$ cat src/rtl/cpu_pkg.sv
// Shared definitions for the multi-cycle CPU: FSM state encoding,
// ALU operation enum and the opcode / funct constants of the ISA.
package cpu_pkg;

    typedef enum logic [2:0] {
        ST_FETCH  = 3'd0,
        ST_DECODE = 3'd1,
        ST_EXEC   = 3'd2,
        ST_MEM    = 3'd3,
        ST_WB     = 3'd4,
        ST_HALT   = 3'd5
    } state_t;

    typedef enum logic [2:0] {
        ALU_ADD = 3'd0,
        ALU_SUB = 3'd1,
        ALU_AND = 3'd2,
        ALU_OR  = 3'd3,
        ALU_SLT = 3'd4
    } alu_op_t;

    localparam logic [5:0] OP_RTYPE = 6'h00;
    localparam logic [5:0] OP_J     = 6'h02;
    localparam logic [5:0] OP_BEQ   = 6'h04;
    localparam logic [5:0] OP_ADDI  = 6'h08;
    localparam logic [5:0] OP_LW    = 6'h23;
    localparam logic [5:0] OP_SW    = 6'h2B;
    localparam logic [5:0] OP_HALT  = 6'h3F;

    localparam logic [5:0] FN_ADD = 6'h20;
    localparam logic [5:0] FN_SUB = 6'h22;
    localparam logic [5:0] FN_AND = 6'h24;
    localparam logic [5:0] FN_OR  = 6'h25;
    localparam logic [5:0] FN_SLT = 6'h2A;

endpackage

$ cat src/rtl/cpu_regfile.sv
// Register file: two asynchronous read ports, one synchronous write port.
// Ports: clk, reset (sync, active-high, clears all), raddr1/2 -> rdata1/2,
// we/waddr/wdata write port. Register 0 always reads zero.
module cpu_regfile #(
    parameter int DATA_W = 32,
    parameter int NREGS  = 32,
    localparam int AW    = $clog2(NREGS)
) (
    input  logic              clk,
    input  logic              reset,
    input  logic [AW-1:0]     raddr1,
    input  logic [AW-1:0]     raddr2,
    output logic [DATA_W-1:0] rdata1,
    output logic [DATA_W-1:0] rdata2,
    input  logic              we,
    input  logic [AW-1:0]     waddr,
    input  logic [DATA_W-1:0] wdata
);

    logic [DATA_W-1:0] regs [NREGS];

    always_ff @(posedge clk) begin
        if (reset) begin
            for (int i = 0; i < NREGS; i++) begin
                regs[i] <= '0;
            end
        end else if (we && (waddr != '0)) begin
            regs[waddr] <= wdata;
        end
    end

    assign rdata1 = (raddr1 == '0) ? '0 : regs[raddr1];
    assign rdata2 = (raddr2 == '0) ? '0 : regs[raddr2];

endmodule

$ cat src/rtl/multi_cycle_cpu.sv
// Multi-cycle MIPS-like core: FETCH/DECODE/EXEC/MEM/WB FSM with
// valid/ready style instruction and data ports.
// Ports: MAX10_CLK1_50 clock, reset (sync, active-high);
// imem_req/addr/ready/rdata fetch port; dmem_req/we/addr/wdata/ready/rdata
// data port; pc, state, halted status outputs.
module multi_cycle_cpu
    import cpu_pkg::*;
#(
    parameter int DATA_W  = 32,
    parameter int PC_W    = 8,
    parameter int DADDR_W = 10,
    parameter int NREGS   = 32
) (
    input  logic               MAX10_CLK1_50,
    input  logic               reset,
    output logic               imem_req,
    output logic [PC_W-1:0]    imem_addr,
    input  logic               imem_ready,
    input  logic [31:0]        imem_rdata,
    output logic               dmem_req,
    output logic               dmem_we,
    output logic [DADDR_W-1:0] dmem_addr,
    output logic [DATA_W-1:0]  dmem_wdata,
    input  logic               dmem_ready,
    input  logic [DATA_W-1:0]  dmem_rdata,
    output logic [PC_W-1:0]    pc,
    output logic [2:0]         state,
    output logic               halted
);

    localparam int RW = $clog2(NREGS);

    state_t            st;
    logic [31:0]       ir;
    logic [PC_W-1:0]   pc_q;
    logic [DATA_W-1:0] a_q;
    logic [DATA_W-1:0] b_q;
    logic [DATA_W-1:0] alu_q;
    logic [DATA_W-1:0] mdr_q;

    logic [5:0]        opcode;
    logic [5:0]        funct;
    logic [RW-1:0]     rs;
    logic [RW-1:0]     rt;
    logic [RW-1:0]     rd;
    logic [DATA_W-1:0] imm_ext;
    logic [PC_W-1:0]   br_off;

    assign opcode  = ir[31:26];
    assign funct   = ir[5:0];
    assign rs      = ir[21 +: RW];
    assign rt      = ir[16 +: RW];
    assign rd      = ir[11 +: RW];
    assign imm_ext = DATA_W'($signed(ir[15:0]));
    assign br_off  = PC_W'($signed(ir[15:0]));

    logic fn_ok;
    logic is_r;
    logic is_addi;
    logic is_lw;
    logic is_sw;
    logic is_beq;
    logic is_j;
    logic legal;

    assign fn_ok = funct inside {FN_ADD, FN_SUB, FN_AND, FN_OR, FN_SLT};

    always_comb begin
        is_r    = 1'b0;
        is_addi = 1'b0;
        is_lw   = 1'b0;
        is_sw   = 1'b0;
        is_beq  = 1'b0;
        is_j    = 1'b0;
        unique case (1'b1)
            opcode == OP_RTYPE: is_r    = fn_ok;
            opcode == OP_ADDI:  is_addi = 1'b1;
            opcode == OP_LW:    is_lw   = 1'b1;
            opcode == OP_SW:    is_sw   = 1'b1;
            opcode == OP_BEQ:   is_beq  = 1'b1;
            opcode == OP_J:     is_j    = 1'b1;
            default: ;
        endcase
    end

    // OP_HALT and every unknown opcode/funct fall out as illegal.
    assign legal = is_r | is_addi | is_lw | is_sw | is_beq | is_j;

    alu_op_t           alu_op;
    logic [DATA_W-1:0] alu_b;
    logic [DATA_W-1:0] alu_res;
    logic              slt;

    always_comb begin
        alu_op = ALU_ADD;
        if (is_r) begin
            unique case (funct)
                FN_SUB:  alu_op = ALU_SUB;
                FN_AND:  alu_op = ALU_AND;
                FN_OR:   alu_op = ALU_OR;
                FN_SLT:  alu_op = ALU_SLT;
                default: alu_op = ALU_ADD;
            endcase
        end
    end

    assign alu_b = is_r ? b_q : imm_ext;
    assign slt   = $signed(a_q) < $signed(alu_b);

    always_comb begin
        alu_res = a_q + alu_b;
        case (alu_op)
            ALU_SUB: alu_res = a_q - alu_b;
            ALU_AND: alu_res = a_q & alu_b;
            ALU_OR:  alu_res = a_q | alu_b;
            ALU_SLT: alu_res = DATA_W'(slt);
            default: ;
        endcase
    end

    logic [DATA_W-1:0] rdata1;
    logic [DATA_W-1:0] rdata2;
    logic              rf_we;
    logic [RW-1:0]     rf_waddr;
    logic [DATA_W-1:0] rf_wdata;

    assign rf_we    = (st == ST_WB);
    assign rf_waddr = is_r ? rd : rt;
    assign rf_wdata = is_lw ? mdr_q : alu_q;

    cpu_regfile #(
        .DATA_W (DATA_W),
        .NREGS  (NREGS)
    ) u_rf (
        .clk    (MAX10_CLK1_50),
        .reset  (reset),
        .raddr1 (rs),
        .raddr2 (rt),
        .rdata1 (rdata1),
        .rdata2 (rdata2),
        .we     (rf_we),
        .waddr  (rf_waddr),
        .wdata  (rf_wdata)
    );

    always_ff @(posedge MAX10_CLK1_50) begin
        if (reset) begin
            st    <= ST_FETCH;
            pc_q  <= '0;
            ir    <= '0;
            a_q   <= '0;
            b_q   <= '0;
            alu_q <= '0;
            mdr_q <= '0;
        end else begin
            unique case (st)
                ST_FETCH: begin
                    if (imem_ready) begin
                        ir   <= imem_rdata;
                        pc_q <= pc_q + PC_W'(1);
                        st   <= ST_DECODE;
                    end
                end
                ST_DECODE: begin
                    a_q <= rdata1;
                    b_q <= rdata2;
                    st  <= legal ? ST_EXEC : ST_HALT;
                end
                ST_EXEC: begin
                    alu_q <= alu_res;
                    if (is_beq) begin
                        // pc already points past the branch
                        if (a_q == b_q) begin
                            pc_q <= pc_q + br_off;
                        end
                        st <= ST_FETCH;
                    end else if (is_j) begin
                        pc_q <= ir[PC_W-1:0];
                        st   <= ST_FETCH;
                    end else if (is_lw || is_sw) begin
                        st <= ST_MEM;
                    end else begin
                        st <= ST_WB;
                    end
                end
                ST_MEM: begin
                    if (dmem_ready) begin
                        mdr_q <= dmem_rdata;
                        st    <= is_lw ? ST_WB : ST_FETCH;
                    end
                end
                ST_WB:   st <= ST_FETCH;
                ST_HALT: st <= ST_HALT;
                default: st <= ST_HALT;
            endcase
        end
    end

    // Requests are state decodes, masked while reset is held so an
    // aborted access drops immediately and fetch starts on release.
    assign imem_req   = (st == ST_FETCH) && !reset;
    assign imem_addr  = pc_q;
    assign dmem_req   = (st == ST_MEM) && !reset;
    assign dmem_we    = dmem_req && is_sw;
    assign dmem_addr  = alu_q[DADDR_W-1:0];
    assign dmem_wdata = b_q;
    assign pc         = pc_q;
    assign state      = st;
    assign halted     = (st == ST_HALT);

endmodule

$ cat config.mk
export PLATFORM = sky130hd
export DESIGN_NAME = multi_cycle_cpu
export DESIGN_NICKNAME = d
export VERILOG_FILES = /design/src/rtl/cpu_pkg.sv /design/src/rtl/cpu_regfile.sv /design/src/rtl/multi_cycle_cpu.sv
export SDC_FILE = /design/constraint.sdc
export NUM_CORES = 2
export LEC_CHECK = 0
export ABC_AREA = 0
export CELL_PAD_IN_SITES_DETAIL_PLACEMENT = 1
export CELL_PAD_IN_SITES_GLOBAL_PLACEMENT = 2
export CORE_MARGIN = 2
export CORE_UTILIZATION = 25
export DETAILED_ROUTE_END_ITERATION = 12
export GPL_ROUTABILITY_DRIVEN = 0
export HOLD_SLACK_MARGIN = 0.02
export PLACE_DENSITY_LB_ADDON = 0.1
export SLEW_MARGIN = 30
export SYNTH_ARGS = -nofsm -noshare
export SYNTH_HDL_FRONTEND = slang
export SYNTH_SLANG_ARGS = --single-unit
$ cat constraint.sdc
create_clock -name MAX10_CLK1_50 -period 5.3 [get_ports MAX10_CLK1_50]
set_clock_uncertainty 0.2 [all_clocks]
set_input_delay 1.06 -clock MAX10_CLK1_50 [delete_from_list [all_inputs] [get_ports MAX10_CLK1_50]]
set_output_delay 1.06 -clock MAX10_CLK1_50 [all_outputs]
set_load 0.02 [all_outputs]
==> results by group <==
Timing
  – Least-Margin Pin Slew: 1.040 ns
  – Setup violators final: 0
  – Fmax: 0.2016 GHz
  – RSZ-0062 raised after global routing: false
  – TNS Setup: 0 ns
  – Post-route clock period utilization: 0.9358
  – Fin. Hold Viols: 0
  – Slew Limit Fails: 0
  – Minimum clock period: 4.960 ns
  – Slew margin rel.: 0.2915

Global route
  – First-pass GRT wire length: 397.8 mm
  – Largest net degree at the start of global routing: 93
  – GRT Util Overall: 0.2177
  – Initial antenna violation count: 12
  – Vias in the first global route: 46,600
  – Grt total ovfl: 0

Detailed routing
  – Vias: 44,260
  – Post-route ant nets: 0
  – Router iterations before antenna repair: 7
  – Initial DRC Count: 3,635
  – DRC violations left: 0
  – Per-cell routed wire length: 33.64 um
  – DRT Wirelength: 287.1 mm
  – Routed vias/inst: 5.185

Floorplan
  – Die width: 511.6 um
  – Total Die Area: 261,700 um^2
  – DIE HEIGHT: 511.6 um
  – I/O pin cnt: 133
  – Core Region: 256,500 um^2
  – # rows: 186
  – Initial core utilization: 0.2512

Clock network
  – CTS Hold Buffers Added: 0
  – Post CTS Setup Buffer Count: 0
  – CTS resizes: 0
  – TritonCTS clock tree: yes
  – H-tree Lvls: 4
  – CTS Sinks: 1,205
  – Clk root buf: clkbuf_16
  – Clock Path Buffers: 3
  – Total CTS buffers: 153
  – Clock transition at path regs: 0.06 ns
  – Skew-Pair Late Insertion Delay: 0.82 ns

Critical path
  – Critical Path Fanout Max: 24
  – Worst EP required: 5.79 ns
  – Worst Setup Start Kind: flop
  – Worst path arrival time: 5.45 ns
  – Crit end category: flop
  – WS Path Type: flop to flop

Cells and area
  – Area grow syn2layout: 18.40%
  – Post-Layout Cell Count: 8,536
  – Final Net Count: 5,206
  – Most frequent cells in the layout: nor2_1, edfxtp_1, mux4_2
  – Most common cell after layout, fill and taps aside: nor2_1
  – Share of post-route cells with drive strength above 1: 0.2551

Pwr
  – Lkg Pwr: 0.02427 uW
  – Pwr dens: 347.7 nW/um^2
  – VDD IR max: 364.3 uV

Outcome
  – Status: finished, final reports clean

Place
  – Post-DP HPWL: 186.5 mm
  – # port buffers: 132
  – Placed cell count: 8,256

Logic synthesis
  – Synth cell types: 86
  – Mapped Cells: 4,913
  – Post-synth top flop: edfxtp_1
  – Async SR Flop Fraction: 0
  – Synthesized area per cell: 13.11 um^2
  – Number of synthesized flops with an enable pin: 1,024
  – Sequential fraction of the synthesis area: 0.5336
  – #FFs+latches synth: 1,205
  – Synth Cell Area: 64,410 um^2
  – Synth warn: 0

Job
  – Maximum capacitance violations: 0

Min path
  – HP Class: flop to flop
[synth_stat cells (9+ instances only)]
master / n / area share
nor4_1: 22 / 0.0021
buf_2: 114 / 0.0089
mux2_2: 34 / 0.0059
nand3b_1: 10 / 0.0012
a211oi_1: 14 / 0.0016
nand2_1: 294 / 0.017
o21ai_0: 65 / 0.0051
a21oi_1: 214 / 0.017
inv_1: 101 / 0.0059
xnor2_1: 13 / 0.0018
nand4_1: 10 / 0.00097
nand3_1: 15 / 0.0012
buf_1: 66 / 0.0038
a221o_1: 10 / 0.0016
nor2_1: 1202 / 0.070
o22ai_1: 15 / 0.0015
clkbuf_1: 281 / 0.016
a22oi_1: 39 / 0.0045
nor2b_1: 12 / 0.0012
or2_2: 9 / 0.00087
o21bai_1: 23 / 0.0027
mux4_2: 640 / 0.22
a31oi_1: 12 / 0.0012
nand2b_1: 37 / 0.0036
edfxtp_1: 1024 / 0.48
buf_4: 18 / 0.0021
ha_1: 105 / 0.020
o21a_1: 10 / 0.0012
a21o_1: 15 / 0.0017
or3_1: 14 / 0.0014
a311oi_1: 10 / 0.0014
and3_1: 9 / 0.00087
mux2i_1: 71 / 0.011
o31ai_1: 16 / 0.0019
dfxtp_1: 181 / 0.056
o211ai_1: 12 / 0.0014
xor2_1: 36 / 0.0049
nor3_1: 33 / 0.0026
[final timing paths]
kind,from,endpoint,slack [ns],cells after the start
worst min-delay path,ir[23],flop,0.27,2
worst min register to register,ir[23],flop,0.27,2
worst max register to register,ir[31],alu_q[31],0.34,18
worst max-delay path,ir[31],alu_q[31],0.34,18
[cell type report]
cell class,count,area [um^2]
fillers,27300,180200
clock buffers,195,4090
multi-input cells,3157,28390
repair buffers,412,4133
diodes,6,15.01
inverters,101,379.1
flip-flops and latches,1205,34410
clock inverters,76,620.6
well taps,3384,4234
[critical path, stage by stage, from the launching register on]
cell and delay (ns):
dfxtp_1 0.36, nor4_4 0.33, nand2_1 0.21, a211oi_4 0.29, buf_12 0.21, buf_6 0.25
nand2_1 0.08, nand2_1 0.11, inv_1 0.06, ha_1 0.39, a21oi_1 0.15, o21ai_0 0.19
a221o_1 0.40, a21o_1 0.22, a311oi_2 0.38, o21ai_0 0.32, nor4b_1 0.26, o31ai_1 0.28
nand3_1 0.11
[sequential cells by signal, summed over array words and instances (netlist names), named ones only]
| name | count |
|---|---|
| a_q | 32 |
| alu_q | 32 |
| dmem_wdata | 32 |
| imem_addr | 8 |
| ir | 32 |
| mdr_q | 32 |
| state | 3 |
| u_rf.regs | 1024 |
[per-stage QoR]
stage | setup WS, ns | instance area (um^2) | total power [uW] | utilization | hold WS, ns
after global routing | 0.002142 | 76260 | 27520 | 0.2973 | 0.3122
after global placement | 0.1728 | 71450 | 16530 | 0.2786 | 0.2658
after detailed placement | 0.2343 | 71490 | 16540 | 0.2788 | 0.2568
after CTS | 0.1990 | 76200 | 26900 | 0.2971 | 0.2731
final | 0.3401 | 76270 | 26520 | 0.2974 | 0.2749
after floorplan | 0.5769 | 64530 | 14120 | - | 0.2357
[cell families (layout without fill, tap and decap cells)]
family	count (synthesis)	in the layout	share of synthesized area
simple gates	1700	1700	0.1076
compound gates	523	523	0.05254
mux	745	745	0.2407
xor+xnor	49	49	0.006663
buf+inv	582	784	0.03741
fa+ha+maj	108	108	0.02133
flops	1205	1205	0.5336
other cells	1	38	0.00005822
[power breakdown]
group	switching (uW)	internal [uW]
Sequential	465	10600
Clock	4410	5830
Combinational	3040	2140
[layer usage]
metal / part of all wire / global-route usage / vias to the layer above
li1: - / - / 18670
met1: 0.44 / 0.2906 / 24280
met2: 0.50 / 0.3773 / 1019
met3: 0.037 / 0.02488 / 283
met4: 0.022 / 0.04905 / 0
met5: 0 / 0 / -
Power figures use the tool's default switching activity.
